==> config.mk <==
export PLATFORM = sky130hd
export DESIGN_NAME = bus_master_arbiter
export DESIGN_NICKNAME = d
export VERILOG_FILES = /design/src/rtl/bus_pkg.sv /design/src/rtl/rr_arbiter.sv /design/src/rtl/bus_master_arbiter.sv
export SDC_FILE = /design/constraint.sdc
export NUM_CORES = 1
export LEC_CHECK = 0
export BUFFER_PORTS_ARGS = -buffer_cell sky130_fd_sc_hd__clkbuf_2
export CELL_PAD_IN_SITES_DETAIL_PLACEMENT = 0
export CELL_PAD_IN_SITES_GLOBAL_PLACEMENT = 1
export CORE_AREA = 10 10 621 623
export DETAILED_ROUTE_END_ITERATION = 16
export DIE_AREA = 0 0 631 633
export PLACE_DENSITY_LB_ADDON = 0.25
export SLEW_MARGIN = 20
export SYNTH_ARGS = -nofsm -noshare
export SYNTH_HDL_FRONTEND = slang
export SYNTH_SLANG_ARGS = --single-unit
==> constraint.sdc <==
create_clock -name Clk -period 7.8 [get_ports Clk]
set_clock_uncertainty 0.05 [all_clocks]
set_input_delay 0 -clock Clk [delete_from_list [all_inputs] [get_ports Clk]]
set_output_delay 0 -clock Clk [all_outputs]
set_load 0.01 [all_outputs]
==> src/rtl/bus_pkg.sv <==
// Shared definitions for the 256-bit data bus: unit-select codes, sequencer states and
// the address decode check.
package bus_pkg;

    localparam logic [3:0] MainMemEn    = 4'd0;
    localparam logic [3:0] RegisterEn   = 4'd1;
    localparam logic [3:0] InstrMemEn   = 4'd2;
    localparam logic [3:0] MatrixAluEn  = 4'd3;
    localparam logic [3:0] IntegerAluEn = 4'd4;
    localparam logic [3:0] ExecuteEn    = 4'd5;

    typedef enum logic [1:0] {IDLE, ADDR, WAIT, DONE} state_t;

    // The register file is not mapped on this bus; codes above ExecuteEn are unassigned.
    function automatic logic unit_valid(input logic [15:0] addr);
        return (addr[15:12] != RegisterEn) && (addr[15:12] <= ExecuteEn);
    endfunction

endpackage

==> src/rtl/rr_arbiter.sv <==
// Combinational round-robin pick: first set request strictly after last_grant, wrapping.
module rr_arbiter #(
    parameter  int unsigned N    = 3,
    localparam int unsigned IdxW = (N > 1) ? $clog2(N) : 1
) (
    input  logic [N-1:0]    i_req,
    input  logic [IdxW-1:0] i_last_grant,
    output logic [N-1:0]    o_grant,
    output logic [IdxW-1:0] o_grant_idx,
    output logic            o_valid
);

    logic [IdxW-1:0] w_idx;

    always_comb begin
        o_grant     = '0;
        o_grant_idx = '0;
        o_valid     = 1'b0;
        w_idx       = '0;
        for (int unsigned k = 1; k <= N; k++) begin
            w_idx = IdxW'((32'(i_last_grant) + k) % N);
            if (!o_valid && i_req[w_idx]) begin
                o_valid        = 1'b1;
                o_grant_idx    = w_idx;
                o_grant[w_idx] = 1'b1;
            end
        end
    end

endmodule

==> src/rtl/bus_master_arbiter.sv <==
// Round-robin bus master arbiter and single-transaction sequencer for the shared data bus.
// Strobes are asserted only in WAIT, so the bus is idle for at least one cycle between grants.
module bus_master_arbiter
    import bus_pkg::*;
#(
    parameter int unsigned NUM_REQ   = 3,
    parameter int unsigned READ_LAT  = 2,
    parameter int unsigned WRITE_LAT = 1
) (
    input  logic                   Clk,
    input  logic                   nReset,
    input  logic [NUM_REQ-1:0]     ReqVec,
    input  logic [NUM_REQ*16-1:0]  ReqAddr,
    input  logic [NUM_REQ-1:0]     ReqnRead,
    input  logic [NUM_REQ*256-1:0] ReqWrData,
    output logic [NUM_REQ-1:0]     GrantVec,
    output logic [NUM_REQ-1:0]     DoneVec,
    output logic [NUM_REQ-1:0]     ErrVec,
    output logic [255:0]           RdDataOut,
    output logic [15:0]            BusAddress,
    output logic                   BusnRead,
    output logic                   BusnWrite,
    output logic [255:0]           BusDataOut,
    input  logic [255:0]           BusDataIn,
    output logic                   Busy
);

    localparam int unsigned IdxW   = $clog2(NUM_REQ);
    localparam int unsigned MaxLat = (READ_LAT > WRITE_LAT) ? READ_LAT : WRITE_LAT;
    localparam int unsigned CntW   = (MaxLat > 1) ? $clog2(MaxLat) : 1;

    state_t               r_state;
    state_t               w_next_state;
    logic [IdxW-1:0]      r_last_grant;
    logic [NUM_REQ-1:0]   r_grant;
    logic [15:0]          r_addr;
    logic                 r_write;
    logic [255:0]         r_wdata;
    logic [CntW-1:0]      r_cnt;
    logic [255:0]         r_rdata;

    logic [NUM_REQ-1:0]   w_grant;
    logic [IdxW-1:0]      w_gidx;
    logic [IdxW-1:0]      r_gidx;
    logic                 w_req_valid;
    logic                 w_err;

    rr_arbiter #(
        .N (NUM_REQ)
    ) u_rr_arbiter (
        .i_req        (ReqVec),
        .i_last_grant (r_last_grant),
        .o_grant      (w_grant),
        .o_grant_idx  (w_gidx),
        .o_valid      (w_req_valid)
    );

    assign w_err = !unit_valid(r_addr);

    always_ff @(posedge Clk or negedge nReset) begin
        if (!nReset) r_state <= IDLE;
        else         r_state <= w_next_state;
    end

    always_comb begin
        w_next_state = r_state;
        case (r_state)
            IDLE:    if (w_req_valid) w_next_state = ADDR;
            ADDR:    w_next_state = w_err ? DONE : WAIT;
            WAIT:    if (r_cnt == '0) w_next_state = DONE;
            DONE:    w_next_state = IDLE;
            default: w_next_state = IDLE;
        endcase
    end

    always_comb begin
        Busy      = (r_state != IDLE);
        GrantVec  = (r_state != IDLE) ? r_grant : '0;
        DoneVec   = (r_state == DONE) ? r_grant : '0;
        ErrVec    = (r_state == DONE && w_err) ? r_grant : '0;
        BusnRead  = !(r_state == WAIT && !r_write);
        BusnWrite = !(r_state == WAIT && r_write);
    end

    assign BusAddress = r_addr;
    assign BusDataOut = r_wdata;
    assign RdDataOut  = r_rdata;

    always_ff @(posedge Clk or negedge nReset) begin
        if (!nReset) begin
            r_last_grant <= IdxW'(NUM_REQ - 1);
            r_gidx       <= '0;
            r_grant      <= '0;
            r_addr       <= '0;
            r_write      <= 1'b0;
            r_wdata      <= '0;
            r_cnt        <= '0;
            r_rdata      <= '0;
        end else begin
            case (r_state)
                IDLE: begin
                    if (w_req_valid) begin
                        r_gidx  <= w_gidx;
                        r_grant <= w_grant;
                        r_addr  <= ReqAddr[32'(w_gidx) * 16 +: 16];
                        r_write <= ReqnRead[w_gidx];
                        if (ReqnRead[w_gidx]) r_wdata <= ReqWrData[32'(w_gidx) * 256 +: 256];
                    end
                end
                ADDR: r_cnt <= r_write ? CntW'(WRITE_LAT - 1) : CntW'(READ_LAT - 1);
                WAIT: begin
                    if (r_cnt == '0) begin
                        if (!r_write) r_rdata <= BusDataIn;
                    end else begin
                        r_cnt <= r_cnt - 1'b1;
                    end
                end
                DONE:    r_last_grant <= r_gidx;
                default: ;
            endcase
        end
    end

endmodule
Yosys cells after proc, flatten, opt, wreduce, memory -nomap -nowiden --
Index checks and enable logic that the tools add are counted. Widths: inputs -> output; s select.
Word-level totals: bits of input ports 1080, logic and storage cells 91, memory bits (read-only) 0, output and inout bits 540, bits in latches 0, RAM bits 0, register bits after elaboration 539, memories 0
Operators by class: reduce and logical (&&, ||, !) cells 22, multiplexer cells 33, eq/ne operators 6, div/mod/pow operators 3, bitwise logic cells 4, shifts and indexed selects 2, $mul 0, $lt $le $gt $ge 8, add/sub/neg operators 4
Operator list (count):
- $shiftx 768x11->256 | 1
- $mod 32x2->32 const B | 3
- $shiftx 48x7->16 | 1
- $mux 3 | 6
- $mux 1 | 13
- $lt 2x3->1 const B | 4
- $mux 2 | 5
- $logic_and 1x1->1 | 9
- $bmux 1 s2 | 4
- $pmux 2 s4 | 1
- $add 2x2->3 const B | 2
- $demux 1 s2 | 3
- $ge 2x1->1 const B | 3
- $logic_not 1->1 | 6
- $or 3x3->3 | 2
- $reduce_and 3->1 | 2
- $eq 2x2->1 const B | 2
- $le 4x3->1 const B | 1
- $ne 4x1->1 const B | 1
- $reduce_and 2->1 | 2
- $reduce_bool 2->1 | 2
- $add 2x1->3 const B | 1
- $eq 2x1->1 const B | 1
- $logic_not 2->1 | 1
- other kinds (5) | 6

Logic depth before layout (Yosys ltp) --
Gate-level depths: netlist of run 1.
depth in word-level cells 14, gate-level depth with buffers 13, gate-level depth less buffers 8

By module --
From an unflattened synthesis of run 1, not the netlist that was laid out.
Unflattened totals: cell total of the unflattened synthesis 1867, area total of the unflattened synthesis 25901.1 µm²
Modules (own cells, without submodules):
- bus_master_arbiter | instances 1, area each 25603.3 µm², cells an instance 1826, seq. area each 13489.2 µm²
- rr_arbiter | instances 1, area each 297.8 µm², cells an instance 41, seq. area each 0.0 µm²

Least setup slack after synthesis of run 1 --
OpenSTA, ideal clock, no wires.
path type reg2reg, from reg r_last_grant[1], to reg r_wdata[0] (netlist: BusDataOut[0]), setup slack 4.840 ns, data required time 7.671 ns, cell stages (with the launch flop) 13, data arrival time 2.831 ns, buffers on the path 4, setup time 0.079 ns, clock period less this slack 2.960 ns, cells stage by stage dfstp_2 inv_1 ha_1 nand3b_1 o21a_1 o311a_1 or3_1 clkbuf_1 a31oi_1 buf_2 buf_2 buf_4 mux2i_1
On the way: word-level cells in the longest chain between the ends 14, elaborated cells on any way between the ends 26, those cells by class 3 x add/sub; 3 x div; 1 x shift; 14 x mux; 5 x reduce/logical
Ends and longest elaborated chain:
- from (decl) | RTL line bus_master_arbiter.sv:34 | logic [IdxW-1:0] r_last_grant;
- from (signal assigned) | RTL line bus_master_arbiter.sv:91 | r_last_grant <= IdxW'(NUM_REQ - 1);
- from (signal assigned) | RTL line bus_master_arbiter.sv:118 | DONE: r_last_grant <= r_gidx;
- parallel branches: the longest is 14 deep, another holds $mod 32x2->32
- to (signal assigned) | RTL line bus_master_arbiter.sv:107 | if (ReqnRead[w_gidx]) r_wdata <= ReqWrData[32'(w_gidx) * 256 +: 256];
- to (decl) | RTL line bus_master_arbiter.sv:38 | logic [255:0] r_wdata;
Parallel ways; which one is timed is not known. The select of a mux whose other input is x is not followed. A chain may end at the register's enable or synchronous reset.

Worst setup path after layout of run 1 --
from reg r_last_grant[1], to reg r_wdata[128] (netlist: BusDataOut[128])
The elaborated chain is that of the path after synthesis.

==> metrics.log, run 1 <==
INFO  metric outcome = finished clean
INFO  metric synth_area = about 36000 um2
INFO  metric num_rows = ~230
INFO  metric drt-pass1-iter-count = 6
INFO  metric setup_viol = 0
INFO  metric gpl.final_weighted_congestion = 0.901
INFO  metric grt_start_max_net_pins = approximately 140
INFO  metric power.density = approximately 500 nW/um2
INFO  metric worst_setup_path_start_kind = register
INFO  metric number_of_antenna_violations_at_the_first_check_in_global_routing = 311
INFO  metric fillers = 42300
INFO  metric ys_warn_count = 0
INFO  metric cts.path.max_buffers = 4
INFO  metric fmax = around 180 MHz
INFO  metric worst_setup_path_end_kind = register
INFO  metric grt_pass1_vias = 45200
INFO  metric design.die.area = approximately 400000 um2
INFO  metric floorplan.die.width = roughly 630 um
INFO  metric ys_seq_elements = 539
INFO  metric overflow_left_after_global_routing = 0
INFO  metric final_design_area_no_fill = ~65000 um2
INFO  metric drt_drc_violations_left = 0
INFO  metric post-dp-hpwl = 286 mm
INFO  metric finalWirelength = 360 mm
INFO  metric ctsResizeCount = 0
INFO  metric core_area = approximately 370000 um2
INFO  metric synth-main-ff-cell = sky130_fd_sc_hd__dfrtp_1
INFO  metric proportion_of_synthesized_chip_area_in_sequential_cells = a little under two fifths
INFO  metric synthArstFlopShare = 100%
INFO  metric cts_post_setup_buffers_inserted = 0
INFO  metric avgViaCountPerCell = 3.93
INFO  metric crit_path_max_fanout = 51
INFO  metric timing_worst_setup_path_type = register to register
INFO  metric post_placement_cell_area = around 50000 um2
INFO  metric tritoncts = built
INFO  metric worst-r2r-setup-slack = 2.22 ns
INFO  metric critPathRequiredTime = between 8 and 9 ns
INFO  metric maxCapViolations = 0
INFO  metric areaGrowthSynthToFinish = 78.2%
INFO  metric route.antenna.remaining_nets = 0
INFO  metric hold_path.class = input port to register
INFO  metric holdWs = 0.0667 ns
INFO  metric design.final.nets = 7289
INFO  metric routedWlPerCell = around 32 um
INFO  metric initial_core_util = 9.70%
INFO  metric finalHoldViolations = 0
INFO  metric tns = 0 ns
INFO  metric slew_violations = 0
INFO  metric cts_root_buffer = sky130_fd_sc_hd__clkbuf_16
INFO  metric critical_path_arrival = just over 6 ns
INFO  metric number_of_cts_inserted_buffers = 90
INFO  metric die_h = approximately 630 um
INFO  metric syn-num-nets = 4783
INFO  metric timing.max_slew.rel_slack = a little over a fifth
INFO  metric grt_usage = between 10% and 20%
INFO  metric grt_setup_unrepaired = no
INFO  metric synth_enable_flop_cells = 0
INFO  metric port_buffers = roughly 1600
INFO  metric detailedRoute.firstIterationViolations = 3429
INFO  metric ir_drop = ~450 uV
INFO  metric final_critical_path_share_of_the_clock_period = 71.6%
INFO  metric power.static_leakage = 27.6 nW
INFO  metric clk_pin_slew = about 0.060 ns
INFO  metric htree_num_levels = 3
INFO  metric grt_first_pass_wirelength = 466 mm
INFO  metric worst-slew-pin-transition = 1.18 ns
INFO  metric vias = roughly 45000
INFO  metric ratio_of_cells_with_drive_above_1_in_the_final_layout = ~34%
INFO  metric synth_area_per_cell = between 9 and 10 um2
INFO  metric clock_sinks = about 540
INFO  metric clk_latency = roughly 0.8 ns
INFO  metric hold_buffer_count_at_cts = 1127
INFO  metric report.power.total = approximately 32 mW
INFO  metric io_pins = ~1600
INFO  metric synthDistinctLibCells = between 40 and 50
INFO  metric synth_cells = around 3700
INFO  metric final.min_clock_period = 5.58 ns
[cells in the mapped netlist, types with 3 or more instances]
| cell | number | area share (%) |
|---|---|---|
| sky130_fd_sc_hd__inv_1 | 262 | 2.7 |
| sky130_fd_sc_hd__o21a_1 | 4 | 0.083 |
| sky130_fd_sc_hd__mux2i_1 | 516 | 14 |
| sky130_fd_sc_hd__o31ai_1 | 17 | 0.35 |
| sky130_fd_sc_hd__nor3b_1 | 256 | 5.3 |
| sky130_fd_sc_hd__nor2b_1 | 7 | 0.12 |
| sky130_fd_sc_hd__buf_6 | 3 | 0.093 |
| sky130_fd_sc_hd__buf_1 | 20 | 0.21 |
| sky130_fd_sc_hd__buf_4 | 22 | 0.46 |
| sky130_fd_sc_hd__clkbuf_1 | 337 | 3.5 |
| sky130_fd_sc_hd__o211a_1 | 17 | 0.47 |
| sky130_fd_sc_hd__nand3_1 | 258 | 3.6 |
| sky130_fd_sc_hd__nand2_1 | 27 | 0.28 |
| sky130_fd_sc_hd__o21ai_0 | 8 | 0.11 |
| sky130_fd_sc_hd__a221oi_1 | 256 | 6.2 |
| sky130_fd_sc_hd__nor2_1 | 21 | 0.22 |
| sky130_fd_sc_hd__a21o_1 | 4 | 0.083 |
| sky130_fd_sc_hd__o211ai_1 | 513 | 11 |
| sky130_fd_sc_hd__dfrtp_1 | 538 | 37 |
| sky130_fd_sc_hd__and2_1 | 259 | 4.5 |
| sky130_fd_sc_hd__buf_2 | 32 | 0.44 |
| sky130_fd_sc_hd__and3_1 | 4 | 0.069 |
| sky130_fd_sc_hd__mux2_2 | 261 | 8.1 |
| sky130_fd_sc_hd__ha_1 | 8 | 0.28 |
| sky130_fd_sc_hd__a211oi_1 | 16 | 0.33 |
| sky130_fd_sc_hd__nand2b_1 | 3 | 0.052 |
| sky130_fd_sc_hd__a21oi_1 | 7 | 0.097 |
[area by class of cell]
class                      count  area (um2)  share of cell area (%)
antenna                      113         283                   0.438
inverter                     262         983                    1.52
tap                         4994        6250                    9.67
clock buffer                 117        2480                    3.83
sequential                   539       13500                    20.9
clock inverter                39         563                   0.871
multi-input combinational   2480       20200                    31.3
timing repair buffer        2828       20300                    31.5
[per-layer routing]
layer | GRT usage, % | share of wire (%) | up-vias
li1 | - | - | 19000
met1 | 21.6 | 42 | 22500
met2 | 27.2 | 45 | 2272
met3 | 5.48 | 8.5 | 683
met4 | 5.79 | 3.9 | 122
met5 | 0 | 0.22 | -
[report_power, final]
part	total (mW)	switching, mW	internal (mW)
Sequential	5.44	1.12	4.31
Combinational	21.9	13.2	8.70
Clock	4.39	1.73	2.66
Total	31.7	16.0	15.7
[cells by family (layout without fill, tap and decap cells)]
family,Yosys count,in the layout,synth area share [%]
other,0,113,0
buffers and inverters,676,3246,7.40
adders and majority gates,8,8,0.276
AOI/OAI and AO/OA,854,854,18.6
DFF,539,539,37.2
and+or+nand+nor,841,841,14.2
muxes,777,777,22.3
[worst max-delay path: stages (launching register included)]
cell	delay, ns
sky130_fd_sc_hd__dfstp_2	0.57
sky130_fd_sc_hd__inv_1	0.09
sky130_fd_sc_hd__ha_1	0.29
sky130_fd_sc_hd__mux2i_4	0.20
sky130_fd_sc_hd__buf_4	0.53
sky130_fd_sc_hd__buf_4	0.77
sky130_fd_sc_hd__buf_4	0.62
sky130_fd_sc_hd__buf_4	0.69
sky130_fd_sc_hd__nor3b_1	0.11
sky130_fd_sc_hd__a221oi_1	0.28
sky130_fd_sc_hd__o211ai_1	0.20
sky130_fd_sc_hd__mux2i_1	0.18
sky130_fd_sc_hd__dlygate4sd3_1	0.57
sky130_fd_sc_hd__mux2i_1	0.06
[state kept, by name, summed over array words and instances, names as in the netlist]
name and count:
BusDataOut 256, RdDataOut 256, BusAddress 16, r_grant 3, r_gidx 2, r_last_grant 2
r_state 2, r_cnt 1, r_write 1
[final timing paths]
check	start	endpoint	cells after the start
min in group asynchronous	nReset	BusDataOut[214]$_DFFE_PN0P_	4
hold / removal	BusDataIn[7]	RdDataOut[7]$_DFFE_PN0P_	3
setup reg to reg	r_last_grant[1]$_DFFE_PN1N_	BusDataOut[128]$_DFFE_PN0P_	13
hold reg to reg	r_gidx[1]$_DFFE_PN0P_	r_gidx[1]$_DFFE_PN0P_	2
max in group asynchronous	nReset	RdDataOut[217]$_DFFE_PN0P_	5
setup / recovery	r_last_grant[1]$_DFFE_PN1N_	BusDataOut[128]$_DFFE_PN0P_	13
[layout by cell type, fill, tap and decap left out, drive strengths merged, types with 2 or more instances in the layout]
cell            n
o21ai           9
a31oi           2
nor2           21
o211ai        513
a211oi         16
clkinv         22
a21oi           7
a21o            4
nand2b          3
o21a            4
ha              8
diode         113
nand3         258
nand3b          2
inv           264
mux2          261
nand2          27
dfrtp         538
nor3b         256
and3            4
bufinv         13
mux2i         516
o31ai          17
buf            84
clkbuf       1735
nor2b           7
o211a          17
clkinvlp        2
dlygate4sd3  1126
and2          259
a221oi        256
[through the flow]
| stage | setup WS (ns) | std cells | util, % |
|---|---|---|---|
| CTS | 2.36 | 11300 | 17.2 |
| global route | 2.07 | 11300 | 17.2 |
| finish | 2.22 | 11400 | 17.3 |
| floorplan | 4.84 | 3695 | - |
| global placement | 2.78 | 9975 | 13.4 |
| detailed placement | 2.84 | 9976 | 13.4 |
(Power assumes the default switching activity.)
==> run 2: changes to the inputs <==
==> constraint.sdc (replaced) <==
create_clock -name Clk -period 5.8 [get_ports Clk]
set_clock_uncertainty 0.05 [all_clocks]
set_input_delay 0 -clock Clk [delete_from_list [all_inputs] [get_ports Clk]]
set_output_delay 0 -clock Clk [all_outputs]
set_load 0.01 [all_outputs]
==> run 2 against run 1 <==
  * Core utilization grew 0.065 points
  * Combinational power grew 36%
  * Global-route usage grew 0.10 points
  * Count of clock-buffer cells in the layout grew 3
  * Final cell count is essentially flat
  * Critical path depth shrank 1
  * Clock power grew 37%
  * Design area grew 0.37%
  * Register-to-register slack lost 1.6 ns
  * Sequential share of layout area shrank 0.078 points
  * Critical path type unchanged
  * Maximum frequency grew 7.0%
==> metrics.log, run 2 (synthesis gave the netlist of run 1 again) <==
INFO  metric detailedRoute.firstIterationViolations = 3479 (+1.5%)
INFO  metric crit_path_max_fanout = 40 (-22%)
INFO  metric htree_num_levels = 3 (unchanged)
INFO  metric worstPathBufferInverterCount = 5 (-1)
INFO  metric ctsResizeCount = 0 (unchanged)
INFO  metric critPathRequiredTime = 6.43 ns (-1.96 ns)
INFO  metric design.die.area = 399000 um2 (unchanged)
INFO  metric tritoncts = built
INFO  metric areaGrowthSynthToFinish = 78.9%
INFO  metric cts_post_setup_buffers_inserted = 0 (unchanged)
INFO  metric final_critical_path_share_of_the_clock_period = 90.0% (+18 points)
INFO  metric power.density = 663 nW/um2 (+35%)
INFO  metric grt_setup_unrepaired = no
INFO  metric maxCapViolations = 0 (unchanged)
INFO  metric outcome = finished clean
INFO  metric number_of_cts_inserted_buffers = 92 (+2.2%)
INFO  metric avgViaCountPerCell = 3.92 (about the same)
INFO  metric critical_path_arrival = 5.85 ns (-0.33 ns)
INFO  metric drt_drc_violations_left = 0 (unchanged)
INFO  metric gpl.final_weighted_congestion = 0.917 (+1.8%)
INFO  metric route.antenna.remaining_nets = 0 (unchanged)
INFO  metric critical-path-max-stage-delay = 0.70 ns (-0.07 ns)
INFO  metric worst_setup_path_end_kind = register
INFO  metric clk_latency = 0.80 ns (about the same)
INFO  metric worst_setup_path_start_kind = register
INFO  metric grt_pass1_vias = 45000 (-0.25%)
INFO  metric initial_core_util = 9.70% (unchanged)
INFO  metric tns = 0 ns (unchanged)
INFO  metric drt-pass1-iter-count = 9 (+3)
INFO  metric grt_usage = 17.2% (+0.10 points)
INFO  metric slowest_stage = sky130_fd_sc_hd__ha_4
INFO  metric finalWirelength = 363 mm (+0.59%)
INFO  metric cp-startpoint = r_last_grant[0]$_DFFE_PN0N_
INFO  metric design.final.nets = 7309 (+0.27%)
INFO  metric cts_root_buffer = sky130_fd_sc_hd__clkbuf_16
INFO  metric io_pins = 1620 (unchanged)
INFO  metric hold_buffer_count_at_cts = 1118 (-0.80%)
INFO  metric clk_pin_slew = 0.06 ns (about the same)
INFO  metric hold_path.startpoint = BusDataIn[0]
INFO  metric num_rows = 225 (unchanged)
INFO  metric fillers = 42200 (-0.26%)
INFO  metric power.static_leakage = 27.7 nW (+0.51%)
INFO  metric routedWlPerCell = 31.9 um (+0.55%)
INFO  metric overflow_left_after_global_routing = 0 (unchanged)
INFO  metric fmax = 192 MHz (+7.0%)
INFO  metric grt_start_max_net_pins = 147 (+2.8%)
INFO  metric final.min_clock_period = 5.22 ns (-0.364 ns)
INFO  metric r2r-start = r_last_grant[0]$_DFFE_PN0N_
INFO  metric commonest_non_fill_non_tap_cell_in_the_layout = sky130_fd_sc_hd__clkbuf_2
INFO  metric die_h = 633 um (unchanged)
INFO  metric post-dp-hpwl = 287 mm (+0.64%)
INFO  metric number_of_antenna_violations_at_the_first_check_in_global_routing = 318 (+2.3%)
INFO  metric final.setup.worst_slack = 0.583 ns (-1.64 ns)
INFO  metric port_buffers = 1619 (unchanged)
INFO  metric hold_path.class = input port to register
INFO  metric ratio_of_cells_with_drive_above_1_in_the_final_layout = 34.2% (+0.39 points)
INFO  metric critPathTopFamily = buffers and inverters
INFO  metric cts.path.max_buffers = 4 (unchanged)
INFO  metric clock_sinks = 539 (unchanged)
INFO  metric final_cell_mix = sky130_fd_sc_hd__clkbuf_2, sky130_fd_sc_hd__dlygate4sd3_1, sky130_fd_sc_hd__dfrtp_1
INFO  metric timing_worst_setup_path_type = register to register
INFO  metric timing.max_slew.rel_slack = 21.2% (-0.47 points)
INFO  metric setup_viol = 0 (unchanged)
INFO  metric slew_violations = 0 (unchanged)
INFO  metric core_area = 374000 um2 (unchanged)
INFO  metric vias = 44600 (-0.0090%)
INFO  metric holdWs = 0.0765 ns (+0.00984 ns)
INFO  metric ir_drop = 431 uV (-3.7%)
INFO  metric grt_first_pass_wirelength = 467 mm (+0.20%)
INFO  metric path_cells = inv_1 > ha_4 > nand3b_1 > o21a_4 > o311a_1 > or3_4 > buf_4 > mux2i_1 > dlygate4sd3_1 > buf_4 > mux2i_1 > dlygate4sd3_1
INFO  metric pre_cts_ws = 1.29 ns (-1.56 ns)
INFO  metric finalHoldViolations = 0 (unchanged)
INFO  metric floorplan.die.width = 631 um (unchanged)
INFO  metric report.power.total = 43.0 mW (+36%)
INFO  metric worst-slew-pin-transition = 1.17 ns (-0.00816 ns)
run 2: cell count changes in the layout (fill, tap and decap cells not counted), sizes merged, moves of 3 or more:
| cell | change |
|---|---|
| dlygate4sd3 | -9 |
| clkinv | -6 |
| clkinvlp | +4 |
| clkbuf | +3 |
| diode | -14 |
| buf | +27 |
run 2: worst reg2reg max path, delay by kind of cell, from the launching register on:
| kind | cells | cell delay [ns] |
|---|---|---|
| buffers and inverters | 5 | 1.98 |
| and+or+nand+nor | 2 | 1.01 |
| adders and majority gates | 1 | 0.70 |
| AOI/OAI and AO/OA | 2 | 0.59 |
| DFF | 1 | 0.38 |
| muxes | 2 | 0.38 |
run 2: worst paths after layout:
path | end | slack [ns] | cells past startpoint
setup / recovery | BusDataOut[136]$_DFFE_PN0P_ | 0.58 | 12
hold / removal | RdDataOut[0]$_DFFE_PN0P_ | 0.08 | 3
setup reg to reg | BusDataOut[136]$_DFFE_PN0P_ | 0.58 | 12
hold reg to reg | r_gidx[1]$_DFFE_PN0P_ | 0.44 | 2
max in group asynchronous | RdDataOut[75]$_DFFE_PN0P_ | 4.21 | 4
min in group asynchronous | BusDataOut[35]$_DFFE_PN0P_ | 0.49 | 4
run 2: area by class of cell:
type	instances	area, um2	area share [%]
Clock buffer	120	2560	3.94
Clock inverter	37	520	0.802
Multi-Input combinational cell	2480	20200	31.2
Tap cell	4994	6250	9.63
Timing Repair Buffer	2846	20600	31.7
Inverter	262	983	1.52
Antenna cell	99	248	0.382
Sequential cell	539	13500	20.8
run 2: per-layer routing:
metal,GRT usage [%],share of wire [%],up-vias
li1,-,-,19100
met1,21.9,43,22500
met2,27.8,46,2307
met3,5.06,7.7,645
met4,5.20,3.6,116
met5,0,0.21,-
run 2: through the flow:
step | std cells | utilization, % | area [um2]
final | 11400 | 17.3 | 64900
after global routing | 11300 | 17.3 | 64700
after CTS | 11300 | 17.3 | 64600
after detailed placement | 10000 | 13.5 | 50300
after global placement | 10000 | 13.5 | 50300
after floorplan | 3695 | - | 36300
run 2: report_power, final:
| group | leakage [nW] | switching [mW] | total, mW | internal, mW |
|---|---|---|---|---|
| clock network | 1.50 | 2.42 | 6.00 | 3.58 |
| registers | 6.32 | 1.41 | 7.21 | 5.80 |
| logic | 19.9 | 17.7 | 29.8 | 12.1 |
| total | 27.7 | 21.6 | 43.0 | 21.4 |
